==> src/rtl/cloud_pkg.sv <==
// Shared constants and types for the cloud sprite renderer: sprite geometry,
// screen size, the 2-bit palette and the default sprite image.
package cloud_pkg;

  localparam int SPRITE_W    = 64;
  localparam int SPRITE_H    = 32;
  localparam int SCALE_SHIFT = 1;
  localparam int H_VISIBLE   = 640;
  localparam int V_VISIBLE   = 480;

  localparam int U_BITS    = $clog2(SPRITE_W);
  localparam int V_BITS    = $clog2(SPRITE_H);
  localparam int ROM_DEPTH = SPRITE_W * SPRITE_H;
  localparam int ROM_AW    = $clog2(ROM_DEPTH);

  typedef struct packed {
    logic [7:0] r;
    logic [7:0] g;
    logic [7:0] b;
  } rgb_t;

  // Index 0 is transparent; its colour is never shown.
  localparam rgb_t PALETTE [4] = '{
    '{8'd0,   8'd0,   8'd0},
    '{8'd200, 8'd200, 8'd210},
    '{8'd230, 8'd230, 8'd240},
    '{8'd255, 8'd255, 8'd255}
  };

  // Banded cloud texture; clear_origin makes texel (0,0) transparent.
  function automatic logic [2*ROM_DEPTH-1:0] sprite_image(input logic clear_origin);
    logic [2*ROM_DEPTH-1:0] img;
    logic [1:0]             idx;
    img = '0;
    for (int v = 0; v < SPRITE_H; v++) begin
      for (int u = 0; u < SPRITE_W; u++) begin
        idx = 2'd3 - 2'((u >> 3) ^ (v >> 2));
        img[2*(v*SPRITE_W + u) +: 2] = idx;
      end
    end
    if (clear_origin) begin
      img[1:0] = 2'b00;
    end
    return img;
  endfunction

endpackage

==> src/rtl/cloud_renderer_if.sv <==
// Pixel-stream bundle between the VGA/motion side (master) and the cloud
// renderer (slave).
interface cloud_renderer_if;

  logic       VGA_VS;
  logic [9:0] DrawX;
  logic [9:0] DrawY;
  logic [9:0] CloudX;
  logic [9:0] CloudY;
  logic [9:0] CloudS;
  logic       cloud_on;
  logic [7:0] cloud_R;
  logic [7:0] cloud_G;
  logic [7:0] cloud_B;

  modport master (
    output VGA_VS, DrawX, DrawY, CloudX, CloudY, CloudS,
    input  cloud_on, cloud_R, cloud_G, cloud_B
  );

  modport slave (
    input  VGA_VS, DrawX, DrawY, CloudX, CloudY, CloudS,
    output cloud_on, cloud_R, cloud_G, cloud_B
  );

endinterface

==> src/rtl/cloud_rom.sv <==
// Synchronous single-port sprite ROM, 2-bit palette index per texel, one
// cycle read latency. Contents come from the IMAGE parameter.
module cloud_rom
  import cloud_pkg::*;
#(
  parameter logic [2*ROM_DEPTH-1:0] IMAGE = sprite_image(1'b0)
) (
  input  logic              Clk,
  input  logic [ROM_AW-1:0] addr,
  output logic [1:0]        data
);

  logic [1:0] rom [ROM_DEPTH];

  generate
    for (genvar gi = 0; gi < ROM_DEPTH; gi++) begin : g_init
      assign rom[gi] = IMAGE[2*gi +: 2];
    end
  endgenerate

  always_ff @(posedge Clk) begin
    data <= rom[addr];
  end

endmodule

==> src/rtl/cloud_renderer.sv <==
// Cloud sprite layer: latches the cloud position once per frame on VGA_VS
// fall, then maps each pixel into a scaled sprite ROM with 3-cycle latency.
module cloud_renderer
  import cloud_pkg::*;
#(
  parameter logic [2*ROM_DEPTH-1:0] ROM_IMAGE = sprite_image(1'b0)
) (
  input  logic             Clk,
  input  logic             Reset,
  cloud_renderer_if.slave  bus
);

  localparam int SPAN_W = SPRITE_W << SCALE_SHIFT;
  localparam int SPAN_H = SPRITE_H << SCALE_SHIFT;

  logic       vs_d;
  logic [9:0] lx;
  logic [9:0] ly;
  logic [9:0] ls;

  // Position only moves at the start of vsync, so a frame never tears.
  always_ff @(posedge Clk or posedge Reset) begin
    if (Reset) begin
      vs_d <= 1'b1;
      lx   <= '0;
      ly   <= '0;
      ls   <= '0;
    end else begin
      vs_d <= bus.VGA_VS;
      if (vs_d && !bus.VGA_VS) begin
        lx <= bus.CloudX;
        ly <= bus.CloudY;
        ls <= bus.CloudS;
      end
    end
  end

  logic [9:0] dx;
  logic [9:0] dy;
  logic       hit_comb;

  // Modular differences give the left-edge wrap for lx near 1023 for free.
  assign dx = bus.DrawX - lx;
  assign dy = bus.DrawY - ly;
  assign hit_comb = (bus.DrawX < 10'(H_VISIBLE)) && (bus.DrawY < 10'(V_VISIBLE))
                 && (dx < 10'(SPAN_W)) && (dx < ls) && (dy < 10'(SPAN_H));

  logic [U_BITS-1:0] u_reg;
  logic [V_BITS-1:0] v_reg;
  logic              hit0;
  logic              hit1;

  always_ff @(posedge Clk or posedge Reset) begin
    if (Reset) begin
      u_reg <= '0;
      v_reg <= '0;
      hit0  <= 1'b0;
      hit1  <= 1'b0;
    end else begin
      u_reg <= dx[SCALE_SHIFT +: U_BITS];
      v_reg <= dy[SCALE_SHIFT +: V_BITS];
      hit0  <= hit_comb;
      hit1  <= hit0;
    end
  end

  logic [1:0] rom_data;

  cloud_rom #(
    .IMAGE (ROM_IMAGE)
  ) u_rom (
    .Clk  (Clk),
    .addr ({v_reg, u_reg}),
    .data (rom_data)
  );

  logic opaque;
  rgb_t texel_rgb;
  logic on_reg;
  rgb_t rgb_reg;

  assign opaque    = hit1 && (rom_data != 2'd0);
  assign texel_rgb = PALETTE[rom_data];

  always_ff @(posedge Clk or posedge Reset) begin
    if (Reset) begin
      on_reg  <= 1'b0;
      rgb_reg <= '0;
    end else begin
      on_reg  <= opaque;
      rgb_reg <= opaque ? texel_rgb : '0;
    end
  end

  assign bus.cloud_on = on_reg;
  assign bus.cloud_R  = rgb_reg.r;
  assign bus.cloud_G  = rgb_reg.g;
  assign bus.cloud_B  = rgb_reg.b;

endmodule
==> src/flat_wrapper.sv <==
// flat-port wrapper written by rule: the top's interface ports become plain ports
module cloud_renderer_flat import cloud_pkg::*;
#(
  parameter logic [2*ROM_DEPTH-1:0] ROM_IMAGE = sprite_image(1'b0)
)
  (Clk, Reset, bus_VGA_VS, bus_DrawX, bus_DrawY, bus_CloudX, bus_CloudY, bus_CloudS, bus_cloud_on, bus_cloud_R, bus_cloud_G, bus_cloud_B);
  cloud_renderer_if bus_i ();
  input  logic Clk;
  input  logic Reset;
  input wire logic [$bits(bus_i.VGA_VS)-1:0] bus_VGA_VS;
  input wire logic [$bits(bus_i.DrawX)-1:0] bus_DrawX;
  input wire logic [$bits(bus_i.DrawY)-1:0] bus_DrawY;
  input wire logic [$bits(bus_i.CloudX)-1:0] bus_CloudX;
  input wire logic [$bits(bus_i.CloudY)-1:0] bus_CloudY;
  input wire logic [$bits(bus_i.CloudS)-1:0] bus_CloudS;
  output wire logic [$bits(bus_i.cloud_on)-1:0] bus_cloud_on;
  output wire logic [$bits(bus_i.cloud_R)-1:0] bus_cloud_R;
  output wire logic [$bits(bus_i.cloud_G)-1:0] bus_cloud_G;
  output wire logic [$bits(bus_i.cloud_B)-1:0] bus_cloud_B;
  assign bus_i.VGA_VS = bus_VGA_VS;
  assign bus_i.DrawX = bus_DrawX;
  assign bus_i.DrawY = bus_DrawY;
  assign bus_i.CloudX = bus_CloudX;
  assign bus_i.CloudY = bus_CloudY;
  assign bus_i.CloudS = bus_CloudS;
  assign bus_cloud_on = bus_i.cloud_on;
  assign bus_cloud_R = bus_i.cloud_R;
  assign bus_cloud_G = bus_i.cloud_G;
  assign bus_cloud_B = bus_i.cloud_B;
  cloud_renderer #(.ROM_IMAGE(ROM_IMAGE)) u_core (.Clk(Clk), .Reset(Reset), .bus(bus_i));
endmodule
==> config.mk <==
export PLATFORM = sky130hd
export DESIGN_NAME = cloud_renderer_flat
export DESIGN_NICKNAME = d
export VERILOG_FILES = /design/src/rtl/cloud_pkg.sv /design/src/rtl/cloud_renderer_if.sv /design/src/rtl/cloud_rom.sv /design/src/rtl/cloud_renderer.sv /design/src/flat_wrapper.sv
export SDC_FILE = /design/constraint.sdc
export NUM_CORES = 1
export LEC_CHECK = 0
export ABC_AREA = 1
export BUFFER_PORTS_ARGS = -buffer_cell sky130_fd_sc_hd__buf_2
export CAP_MARGIN = 25
export CELL_PAD_IN_SITES_DETAIL_PLACEMENT = 1
export CELL_PAD_IN_SITES_GLOBAL_PLACEMENT = 1
export CORE_UTILIZATION = 42
export DETAILED_ROUTE_END_ITERATION = 6
export PLACE_DENSITY_LB_ADDON = 0.15
export SLEW_MARGIN = 40
export SYNTH_ARGS = -nofsm -noshare
export SYNTH_HDL_FRONTEND = slang
export SYNTH_HIERARCHICAL = 1
export SYNTH_SLANG_ARGS = --single-unit
==> constraint.sdc <==
create_clock -name Clk -period 4 [get_ports Clk]
set_input_delay 0.4 -clock Clk [delete_from_list [all_inputs] [get_ports Clk]]
set_output_delay 0.4 -clock Clk [all_outputs]
set_load 0.005 [all_outputs]
# After elaboration in Yosys (flattened, before gate mapping)
# Memories as Yosys holds them, arrays and structs flattened. A register that Yosys moved wholly into a read port is not among the register bits.
# Cells that the tools add are included.
totals:
  regBits: 69
  rom_bits: 4096
  input_bits: 53
  latch_bits: 0
  elab_cells: 35
  ram_bits: 0
  mem_count: 1
  output_inout_bits: 25
memory_table:
  columns: ["memory", "depth", "word_bits", "read_ports", "rd_clocked_by_memory_dff", "wr", "line_no", "text"]
  rows:
  - ["(name not given)", 2048, 2, 1, 1, 0, "cloud_rom.sv:22", "data <= rom[addr];"]
op_classes:
  reduce_logical: 8
  div_mod_pow: 0
  magnitude_cmp: 6
  n_mux: 4
  n_shift: 0
  multipliers: 0
  addsub: 2
  bitwise: 2
  n_eq_ne: 0
ops:
  columns: ["operator", "count"]
  rows:
  - ["24-bit 2-to-1 mux", 3]
  - ["24-bit binary-select mux with 2-bit select", 1]
  - ["10-bit subtractor", 2]
  - ["11-bit inverter with 12-bit output", 1]
  - ["10-bit less-than comparator", 1]
  - ["10-bit less-than comparator (second input constant)", 1]
  - ["10-bit by 7-bit less-than comparator with 1-bit output (second input constant)", 1]
  - ["10-bit by 8-bit less-than comparator with 1-bit output (second input constant)", 1]
  - ["10-bit by 9-bit less-than comparator with 1-bit output (second input constant)", 1]
  - ["1-bit logical AND", 6]
  - ["3-bit >= comparator (second input constant)", 1]
  - ["2-bit inverter with 3-bit output", 1]
  - ["2-bit nonzero test", 1]
  - ["1-bit zero test", 1]

# Depth between registers and ports, before layout
# Gate-level depths: netlist (run 1).
logic_depth:
  depth_word: 5
  depth_mapped: 18
  depth_no_buf: 18

# By module
# The synthesis (run 1) kept the hierarchy.
modules_own_cells:
  columns: ["module", "seq_area_each_um2", "cells_each", "n_inst", "area_per_inst_um2"]
  rows:
  - ["cloud_renderer", 1227.4, 372, 1, 3009.1]
  - ["cloud_rom", 40.0, 12, 1, 77.6]

# Worst setup path after synthesis (run 1)
# No wires, ideal clock.
synth_timing:
  path_type: "input port to flip-flop"
  startpoint: "input port bus_DrawX[0]"
  endpoint: "register u_core.hit0"
  setup_ns: 0.071
  t_arrival_ns: 2.175
  required_ns: 3.929
  setup_slack_ns: 1.754
  path_buffers: 0
  path_stages: 18
  cell_sequence: "inv_1 ha_1 inv_1 fa_1 nand2_1 nand2_1 nand2_1 nor2_1 nor2_1 xor2_1 ha_1 nand2_1 inv_1 nand2_1 nand2_1 nand2_1 nand3_1 nor2_1"
synth_between:
  elab_chain_cells: 5
  elab_cells_between_ends: 8
  classes_between: "1 x add/sub; 3 x order compare; 4 x reduce/logical"
synth_lines:
  columns: ["item", "line_no", "text"]
  rows:
  - ["start, declared", "flat_wrapper.sv:11", "input wire logic [$bits(bus_i.DrawX)-1:0] bus_DrawX;"]
  - ["10-bit subtractor (*)", "cloud_renderer.sv:43", "assign dx = bus.DrawX - lx;"]
  - ["via u_core.dx[6]", "cloud_renderer.sv:38", "logic [9:0] dx;"]
  - ["10-bit by 8-bit less-than comparator with 1-bit output", "cloud_renderer.sv:46", "&& (dx < 10'(SPAN_W)) && (dx < ls) && (dy < 10'(SPAN_H));"]
  - ["1-bit logical AND", "cloud_renderer.sv:46", null]
  - ["1-bit logical AND (*) (2 in series)", "cloud_renderer.sv:46", null]
  - ["via u_core.hit_comb", "cloud_renderer.sv:40", "logic hit_comb;"]
  - ["end signal, assigned", "cloud_renderer.sv:62", "hit0 <= hit_comb;"]
  - ["end, declared", "cloud_renderer.sv:50", "logic hit0;"]
# The timed path passes the listed nets; every way through them passes the cells marked *.
# A chain may end at the register's enable or synchronous reset.

# Final worst setup path (run 1)
layout_timing:
  startpoint: "register u_core.lx[2]"
  endpoint: "register u_core.hit0"
layout_between:
  elab_chain_cells: 5
  elab_cells_between_ends: 6
  classes_between: "1 x add/sub; 2 x order compare; 3 x reduce/logical"
layout_lines:
  columns: ["item", "line_no", "text"]
  rows:
  - ["start, declared", "cloud_renderer.sv:17", "logic [9:0] lx;"]
  - ["start signal, assigned", "cloud_renderer.sv:31", "lx <= bus.CloudX;"]
  - ["10-bit subtractor (*)", "cloud_renderer.sv:43", null]
  - ["10-bit by 8-bit less-than comparator with 1-bit output", "cloud_renderer.sv:46", null]
  - ["1-bit logical AND", "cloud_renderer.sv:46", null]
  - ["1-bit logical AND (*) (2 in series)", "cloud_renderer.sv:46", null]
  - ["via u_core.hit_comb", "cloud_renderer.sv:40", null]
# Marked as above.

==> results by group, run 1 <==
Finish
  • Diode count: 0
  • Area grow syn2layout: 15.18%
  • Largest regs: u_core/ls: 10 flops, u_core/lx: 10 flops, u_core/ly: 10 flops
  • Final Non-Filler Cells: 511
  • Nets: 514
  • Share of cells above drive strength 1: 23.50%

Min path
  • HP Class: in -> async

Detailed routing
  • First-pass iteration count of the detailed router: 6
  • 1st-iter DRT viols: 89
  • Vias: 2431
  • Drt wl/cell: 12.34 um
  • # DRC: 6
  • WL final: 6308 um
  • Drt via density: 4.757
  • Routed Antenna Nets: 0

Clock tree
  • Clock root buffer: clkbuf_8
  • Setup Fix Bufs, Post-CTS: 0
  • Clock buffer depth: 2
  • Clock slew at reported path FFs: 0.09 ns
  • Worst-Skew Late Latency: 0.30 ns
  • Post-CTS resize count: 0
  • CTS Buf Count: 5
  • Clock tree from TritonCTS: done
  • Post-CTS Hold Buffers: 0
  • CTS Sinks: 44
  • H-tree depth: 2

Critical path
  • Start of the worst register-to-register path: u_core/lx[2]
  • WS Path Type: reg -> reg
  • R2R Path End: u_core/hit0
  • Cell Chain, Critical Path: inv_1 > ha_1 > a21oi_2 > nor2_1 > o21ai_0 > nand4_1 > nand2_1 > inv_1 > ha_1 > nand2_1 > nand3_1 > nor2_1 > nand3_1 > nor3_2 > nand3_1 > nor2_1
  • CP endpoint kind: flip-flop
  • Setup slack, reg-to-reg: 1.46 ns
  • CP Data Required Time: 4.24 ns
  • Worst Setup Start Kind: flip-flop
  • CP max stage cell: dfrtp_1
  • R2R cell count: 16
  • Crit-path max FO: 4
  • Critical Path Max Stage Delay: 0.37 ns
  • Delay-heaviest family, CP: simple AND/OR/NAND/NOR gates
  • Buf/Inv on CP: 2
  • Crit path DAT: 2.78 ns

Die
  • Die Y-Extent: 84.89 um
  • # rows: 29
  • Die width: 84.89 um
  • Die footprint: 0.007205 sq mm
  • Initial Util: 44.42%
  • Io pins: 78
  • Core area: 0.006495 sq mm

Power and ir drop
  • Peak supply drop: 0.0001704 V
  • Switching pwr: 0.4644 mW
  • Switching Share: 34.73%
  • Clock share of power: 26.6%
  • Sequential Power Share: 40.3%
  • Pwr/cell area: 402.4 mW/mm^2
  • Comb pwr share: 33.1%
  • Tot Pwr: 1.337 mW
  • P_leak: 2.033 nW
  • Internal Power: 0.8728 mW

STA
  • Final Setup Violations: 0
  • Pins Over Slew Limit: 0
  • Clk_skew: 0.004640 ns
  • Final TNS setup: 0 ns
  • RSZ-0062 raised after global routing: false
  • Fmax achieved: 394.1 MHz
  • Period Utilization, post-route: 63.44%
  • Max_slew headroom: 63.12%
  • Tightest Pin Transition: 0.5532 ns
  • Final hold viol count: 0
  • Fin crit period: 2.538 ns

Logic synthesis
  • Yosys Warn Count: 6
  • Average size of a mapped cell: 7.735 sq um
  • Synth Cell Area: 0.002885 sq mm
  • Cells after Synth: 373
  • Syn nets: 454

Place
  • # port buffers: 77
  • Dpl hpwl: 5062 um
  • RePlAce Congestion: 0.7714
  • Placed insts: 503

Run status
  • Failing checks: DRC
  • Status: complete, but fails checks

Global route
  • Vias in the first global route: 2548
  • First-pass GRT wire length: 10960 um
  • Largest net degree at the start of global routing: 43
  • Overall Global Routing Usage: 19.05%
  • GRT overflow: 0
  • Initial antenna violation count: 0

Flow run
  • Max cap viols: 0
## layer usage
layer / vias up / global-route usage [%] / part of all wire [%]
li1: 1246 / - / -
met1: 1117 / 22.99 / 45
met2: 56 / 34.74 / 50
met3: 12 / 2.918 / 3.2
met4: 0 / 6.317 / 1.8
met5: - / 0 / 0
## tightest hold or removal path, stage by stage
cell,delay (ns)
buf_2,0.10
clkinv_1,0.03
buf_4,0.44
## placed cells by master, fill, tap and decap left out, drive strengths merged
cell type / count
fa: 2
o21ai: 6
buf: 79
xor2: 8
xnor2: 1
clkbuf: 5
nor2: 47
nand3: 15
clkinvlp: 1
nand2: 71
a21oi: 38
o21bai: 5
mux2: 4
clkinv: 1
a21o: 1
or2: 1
nor3: 1
dfstp: 1
inv: 73
nand3b: 1
ha: 26
bufinv: 1
nand4: 3
dfxtp: 2
dfrtp: 41
## power by group through the flow
stage | combinational (mW) | clock [mW] | sequential [mW]
finish | 0.443 | 0.356 | 0.538
floorplan | 0.329 | 0 | 0.539
global placement | 0.421 | 0 | 0.544
detailed placement | 0.444 | 0 | 0.549
CTS | 0.453 | 0.371 | 0.540
global route | 0.514 | 0.387 | 0.546
## worst max path at each step
stage	startpoint	endpoint	slack, ns	cells after the start
5_1_grt	u_core/lx[2]	u_core/hit0	1.22	16
3_5_place_dp	bus_DrawX[2]	u_core/hit0	1.37	16
6_report	u_core/lx[2]	u_core/hit0	1.46	16
4_1_cts	u_core/lx[2]	u_core/hit0	1.43	16
3_3_place_gp	bus_DrawX[2]	u_core/hit0	1.46	16
2_1_floorplan	bus_DrawX[2]	u_core/hit0	1.76	15
## metrics by stage
step                utilization [%]  cell area [sq um]  worst slack (ns)  hold WS [ns]
CTS                           51.17               3323             1.430        0.1923
detailed placement            49.39               3208             1.375        0.3596
finish                        51.17               3323             1.462        0.2055
global route                  51.17               3323             1.220        0.1937
global placement              49.39               3208             1.461        0.3451
floorplan                         -               2885             1.758        0.3312
## layout make-up
type / instances / area [sq um]
Clock buffer: 5 / 68.82
Clock inverter: 3 / 46.29
Fill cell: 865 / 3172
Inverter: 73 / 274.0
Multi-Input combinational cell: 230 / 1345
Sequential cell: 44 / 1092
Tap cell: 77 / 96.34
Timing Repair Buffer: 79 / 400.4
(Power assumes the default switching activity.)
==> run 2: changes to the inputs <==
- CORE_UTILIZATION: 42 -> 39
- clock period: 4 -> 2.7 ns (I/O delays scaled with it)
==> results by group, run 2 (synthesized netlist as in run 1, its figures left out) <==
Critical path
  • Cell Chain, Critical Path: inv_1 > ha_1 > a21oi_2 > nor2_1 > o21ai_1 > nand4_1 > nand2_1 > inv_1 > ha_1 > nand2_1 > nand3_1 > nor2_1 > nand3_1 > nor3_2 > nand3_1 > nor2_1 (was inv_1 > ha_1 > a21oi_2 > nor2_1 > o21ai_0 > nand4_1 > nand2_1 > inv_1 > ha_1 > nand2_1 > nand3_1 > nor2_1 > nand3_1 > nor3_2 > nand3_1 > nor2_1)
  • CP Data Required Time: 2.94 ns (was 4.24 ns)
  • Crit path DAT: 2.67 ns (was 2.78 ns)
  • CP endpoint kind: flip-flop (unchanged)
  • Start of the worst register-to-register path: u_core/lx[2] (unchanged)
  • WS Path Type: reg -> reg (unchanged)
  • Worst Setup Start Kind: flip-flop (unchanged)
  • Crit-path max FO: 4 (unchanged)
  • R2R cell count: 16 (unchanged)
  • R2R Path End: u_core/hit0 (unchanged)
  • Critical Path Max Stage Delay: 0.35 ns (was 0.37 ns)
  • Setup slack, reg-to-reg: 0.28 ns (was 1.46 ns)
  • CP max stage cell: ha_1 (was dfrtp_1)

Clock tree
  • H-tree depth: 2 (unchanged)
  • Clock tree from TritonCTS: done (unchanged)
  • Clock buffer depth: 2 (unchanged)
  • CTS Sinks: 44 (unchanged)
  • Clock root buffer: clkbuf_8 (unchanged)
  • Setup Fix Bufs, Post-CTS: 0 (unchanged)
  • Worst-Skew Late Latency: 0.30 ns (about the same)
  • Clock slew at reported path FFs: 0.09 ns (about the same)
  • CTS Buf Count: 5 (unchanged)

Finish
  • Area grow syn2layout: 16.52% (was 15.18%)
  • Diode count: 0 (unchanged)
  • Commonest non-fill, non-tap cell in the layout: buf_2 (unchanged)
  • Design area: 0.003362 sq mm (was 0.003323 sq mm)
  • Share of cells above drive strength 1: 23.45% (was 23.50%)
  • Most frequent cells in the layout: 77 x buf_2, 72 x inv_1, 67 x nand2_1, 47 x nor2_1, 41 x dfrtp_1 (unchanged)
  • Largest regs: u_core/ls: 10 flops, u_core/lx: 10 flops, u_core/ly: 10 flops (unchanged)
  • Final Util: 48.15% (was 51.17%)
  • Final Non-Filler Cells: 531 (was 511)
  • Nets: 515 (was 514)

Power and ir drop
  • Peak supply drop: 0.0002209 V (was 0.0001704 V)
  • Tot Pwr: 1.974 mW (was 1.337 mW)
  • P_leak: 2.041 nW (was 2.033 nW)
  • Pwr/cell area: 587.0 mW/mm^2 (was 402.4 mW/mm^2)

Detailed routing
  • WL final: 6203 um (was 6308 um)
  • Metal2 WL: 3046 um (was 3169 um)
  • # DRC: 0 (was 6)
  • First-pass iteration count of the detailed router: 3 (was 6)
  • Met3 WL: 257 um (was 201 um)
  • WL met1: 2868 um (was 2823 um)
  • 1st-iter DRT viols: 42 (was 89)
  • Vias: 2419 (was 2431)
  • Top Layer Used: met4 (unchanged)
  • Drt wl/cell: 11.68 um (was 12.34 um)
  • Routed Antenna Nets: 0 (unchanged)
  • Drt via density: 4.556 (was 4.757)

STA
  • Tightest Pin Transition: 0.4371 ns (was 0.5532 ns)
  • Clk_skew: 0.006878 ns (was 0.004640 ns)
  • Worst Setup Slack, final: 0.2755 ns (was 1.462 ns)
  • Pins Over Slew Limit: 0 (unchanged)
  • Fmax achieved: 412.5 MHz (was 394.1 MHz)
  • Fin Hold WS: 0.07168 ns (was 0.2055 ns)
  • Final hold viol count: 0 (unchanged)
  • Fin crit period: 2.425 ns (was 2.538 ns)
  • Final Setup Violations: 0 (unchanged)
  • Final TNS setup: 0 ns (unchanged)
  • RSZ-0062 raised after global routing: false (unchanged)
  • Period Utilization, post-route: 89.80% (was 63.44%)
  • Max_slew headroom: 70.55% (was 63.12%)

Place
  • RePlAce Congestion: 0.8166 (was 0.7714)
  • Worst slack, placed: 0.1657 ns (was 1.375 ns)
  • Placed Area: 0.003232 sq mm (was 0.003208 sq mm)
  • Dpl hpwl: 5132 um (was 5062 um)
  • # port buffers: 77 (unchanged)
  • Placed insts: 522 (was 503)

Global route
  • GRT overflow: 0 (unchanged)
  • Overall Global Routing Usage: 17.16% (was 19.05%)
  • Initial antenna violation count: 0 (unchanged)
  • Largest net degree at the start of global routing: 44 (was 43)
  • First-pass GRT wire length: 10390 um (was 10960 um)
  • Vias in the first global route: 2427 (was 2548)

Die
  • # rows: 30 (was 29)
  • Die footprint: 0.007746 sq mm (was 0.007205 sq mm)
  • Die width: 88.01 um (was 84.89 um)
  • Initial Util: 41.33% (was 44.42%)
  • Die Y-Extent: 88.01 um (was 84.89 um)
  • Core area: 0.006982 sq mm (was 0.006495 sq mm)
  • Io pins: 78 (unchanged)

Min path
  • HP Class: in -> reg (was in -> async)
  • Hold Startpoint: bus_VGA_VS
  • WHS Endpoint: u_core/vs_d
  • Worst Hold Depth: 1

Flow run
  • Max cap viols: 0 (unchanged)

Run status
  • Status: finished, final reports clean (was complete, but fails checks)
[run 2: report_power, final]
part / internal, mW / leakage (nW) / switching, mW / total, mW
sequential: 0.756 / 0.502 / 0.0431 / 0.799
clock: 0.279 / 0.0548 / 0.247 / 0.526
combinational: 0.259 / 1.48 / 0.389 / 0.648
[run 2: what timing repair did]
item	4_1_cts	5_1_grt
endpoints found under the setup margin	0	1
endpoints found under the hold margin	11	0
gates resized for setup	0	1
hold buffers	1	0
[run 2: layout make-up]
cell class | count | area [sq um]
inverter | 73 | 274.0
multi-input combinational | 230 | 1350
timing repair buffer | 80 | 410.4
clock buffer | 5 | 68.82
fill | 930 | 3620
clock inverter | 3 | 46.29
tap | 96 | 120.1
sequential | 44 | 1092
[run 2: worst max-delay path: cells and delay by family (launching register included)]
kind / cells / cell delay (ns)
compound gates: 2 / 0.41
fa+ha+maj: 2 / 0.63
buf+inv: 2 / 0.10
simple gates: 10 / 0.91
flops: 1 / 0.33
[run 2: how the worst max path moves through the flow]
stage | from | end | cells past startpoint
2_1_floorplan | u_core/lx[2] | u_core/hit0 | 16
3_3_place_gp | bus_DrawX[2] | u_core/hit0 | 16
3_5_place_dp | bus_DrawX[2] | u_core/hit0 | 16
4_1_cts | u_core/lx[2] | u_core/hit0 | 16
5_1_grt | u_core/lx[4] | u_core/hit0 | 17
6_report | u_core/lx[2] | u_core/hit0 | 16
[run 2: layer usage]
metal  global-route usage (%)  vias up
li1                         -     1256
met5                        0        -
met4                    4.252        0
met1                    20.61     1098
met3                    3.299        4
met2                    31.43       61
==> run 3: changes to the inputs <==
- ABC_AREA: 1 -> not set
- CORE_UTILIZATION: 39 -> 40
==> results by group, run 3 <==
Critical path
  • Critical path destination: u_core/hit0 (unchanged)
  • CP Data Required Time: 2.91 ns (was 2.94 ns)
  • Cell Chain, Critical Path: inv_1 > ha_1 > nor2b_1 > o31a_1 > o31ai_2 > mux2i_1 > or2_1 > ha_4 > a211oi_2 > nand4_1 > nor4_2 > o211ai_1 > nor4_2 (was inv_1 > ha_1 > a21oi_2 > nor2_1 > o21ai_1 > nand4_1 > nand2_1 > inv_1 > ha_1 > nand2_1 > nand3_1 > nor2_1 > nand3_1 > nor3_2 > nand3_1 > nor2_1)
  • Start of the worst register-to-register path: u_core/lx[1] (was u_core/lx[2])
  • Buf/Inv on CP: 1 (was 2)
  • Crit path launch: u_core/lx[1] (was u_core/lx[2])
  • R2R Path End: u_core/hit0 (unchanged)
  • Crit path DAT: 3.32 ns (was 2.67 ns)
  • CP max stage cell: dfrtp_1 (was ha_1)
  • Worst Setup Start Kind: flip-flop (unchanged)
  • WS Path Type: reg -> reg (unchanged)
  • Most frequent CP cell: nor4_2
  • Setup slack, reg-to-reg: -0.40 ns (was 0.28 ns)
  • Critical Path Max Stage Delay: 0.37 ns (was 0.35 ns)
  • CP endpoint kind: flip-flop (unchanged)
  • Delay-heaviest family, CP: compound AO/OA/AOI/OAI gates (was simple AND/OR/NAND/NOR gates)
  • Crit-path max FO: 3 (was 4)
  • R2R cell count: 13 (was 16)
  • CP Depth: 13 (was 16)

Finish
  • Design area: 0.003393 sq mm (was 0.003362 sq mm)
  • Commonest non-fill, non-tap cell in the layout: buf_2 (unchanged)
  • Nets: 451 (was 515)
  • Area grow syn2layout: 25.09% (was 16.52%)
  • Most frequent cells in the layout: 77 x buf_2, 41 x dfrtp_1, 33 x nand2_1, 29 x inv_1, 29 x o21ai_0 (was 77 x buf_2, 72 x inv_1, 67 x nand2_1, 47 x nor2_1, 41 x dfrtp_1)
  • Largest regs: u_core/ls: 10 flops, u_core/lx: 10 flops, u_core/ly: 10 flops (unchanged)
  • Share of cells above drive strength 1: 36.12% (was 23.45%)
  • Diode count: 0 (unchanged)

Die
  • Die width: 84.35 um (was 88.01 um)
  • Die Y-Extent: 84.35 um (was 88.01 um)
  • # rows: 29 (was 30)
  • Io pins: 78 (unchanged)
  • Die footprint: 0.007115 sq mm (was 0.007746 sq mm)
  • Initial Util: 42.00% (was 41.33%)
  • Core area: 0.006459 sq mm (was 0.006982 sq mm)

Clock tree
  • Clock slew at reported path FFs: 0.09 ns (about the same)
  • Clock tree from TritonCTS: done (unchanged)
  • H-tree depth: 2 (unchanged)
  • Clock root buffer: clkbuf_8 (unchanged)
  • Worst-Skew Late Latency: 0.30 ns (about the same)
  • Clock buffer depth: 2 (unchanged)
  • CTS Sinks: 44 (unchanged)
  • CTS Buf Count: 5 (unchanged)

Run status
  • Status: complete, but fails checks (was finished, final reports clean)
  • Failing checks: DRC, setup timing

Logic synthesis
  • Average size of a mapped cell: 9.419 sq um (was 7.735 sq um)
  • Synth Cell Area: 0.002713 sq mm (was 0.002885 sq mm)
  • Yosys Warn Count: 6 (unchanged)
  • Cells after Synth: 288 (was 373)
  • Syn nets: 369 (was 454)

Power and ir drop
  • Peak supply drop: 0.0002479 V (was 0.0002209 V)
  • Tot Pwr: 2.121 mW (was 1.974 mW)
  • Pwr/cell area: 625.2 mW/mm^2 (was 587.0 mW/mm^2)
  • P_leak: 1.749 nW (was 2.041 nW)

Global route
  • GRT overflow: 0 (unchanged)
  • Largest net degree at the start of global routing: 28 (was 44)
  • Vias in the first global route: 2493 (was 2427)
  • Overall Global Routing Usage: 20.08% (was 17.16%)
  • First-pass GRT wire length: 11390 um (was 10390 um)
  • Initial antenna violation count: 0 (unchanged)

STA
  • Final Setup Violations: 1 (was 0)
  • Worst Setup Slack, final: -0.4037 ns (was 0.2755 ns)
  • Period Utilization, post-route: 115.0% (was 89.80%)
  • Max_slew headroom: 68.97% (was 70.55%)
  • RSZ-0062 raised after global routing: true (was false)
  • Fin crit period: 3.104 ns (was 2.425 ns)
  • Pins Over Slew Limit: 0 (unchanged)
  • Fin Hold WS: 0.09385 ns (was 0.07168 ns)
  • Clk_skew: 0.005781 ns (was 0.006878 ns)
  • Final hold viol count: 0 (unchanged)
  • Tightest Pin Transition: 0.4649 ns (was 0.4371 ns)
  • Fmax achieved: 322.2 MHz (was 412.5 MHz)

Detailed routing
  • Drt wl/cell: 14.63 um (was 11.68 um)
  • Vias: 2263 (was 2419)
  • # DRC: 9 (was 0)
  • First-pass iteration count of the detailed router: 6 (was 3)
  • 1st-iter DRT viols: 102 (was 42)
  • Drt via density: 5.051 (was 4.556)
  • WL final: 6554 um (was 6203 um)
  • Routed Antenna Nets: 0 (unchanged)

Place
  • Placed Area: 0.003201 sq mm (was 0.003232 sq mm)
  • Dpl hpwl: 5063 um (was 5132 um)
  • # port buffers: 77 (unchanged)
  • RePlAce Congestion: 0.9072 (was 0.8166)

Min path
  • HP Class: in -> reg (unchanged)

Flow run
  • Max cap viols: 0 (unchanged)
[run 3: worst min-delay path by stage]
stage / from / to / slack (ns) / depth (start not counted)
floorplan: bus_VGA_VS / u_core/vs_d / 0.27 / 0
global placement: u_core/hit0 / u_core/hit1 / 0.35 / 0
detailed placement: Reset / u_core/lx[3] / 0.30 / 2
CTS: bus_VGA_VS / u_core/vs_d / 0.09 / 1
global route: bus_VGA_VS / u_core/vs_d / 0.08 / 1
finish: bus_VGA_VS / u_core/vs_d / 0.09 / 1
[run 3: through the flow]
step | setup slack, ns | setup TNS (ns) | std cells | utilization (%)
final | -0.4037 | -0.4037 | 448 | 52.54
after global routing | -0.5704 | -0.5704 | 448 | 52.54
after CTS | -0.3771 | -0.3771 | 448 | 52.32
after detailed placement | -0.5990 | -0.5990 | 437 | 49.55
after global placement | -0.3587 | -0.3587 | 437 | 49.54
after floorplan | -0.1602 | -0.1602 | 288 | -
[run 3: repair_timing]
item,in CTS,in global routing
gates resized for setup,6,3
setup endpoints to repair,1,1
setup buffers,2,0
hold buffers,1,0
hold endpoints to repair,26,0
pin swaps,5,5
[run 3: cell type report]
cell class | instances | area [sq um]
clock buffers | 5 | 68.82
inverters | 31 | 117.6
clock inverters | 3 | 46.29
repair buffers | 101 | 568.0
fillers | 769 | 3065
well taps | 77 | 96.34
multi-input cells | 187 | 1404
flip-flops and latches | 44 | 1092
[run 3: layer usage]
layer  global-route usage, %  wire length, um  vias to the layer above  share of wire (%)
li1                        -                -                     1118                  -
met1                   24.77             2975                     1057                 45
met2                   36.07             3157                       76                 48
met3                   3.441              317                       12                4.8
met4                   6.009              103                        0                1.6
met5                       0                0                        -                  0
[run 3: report_power, final]
group / internal (mW) / total, mW / switching (mW)
Combinational: 0.381 / 0.797 / 0.416
Sequential: 0.758 / 0.801 / 0.0431
Clock: 0.279 / 0.523 / 0.244
Total: 1.42 / 2.12 / 0.704
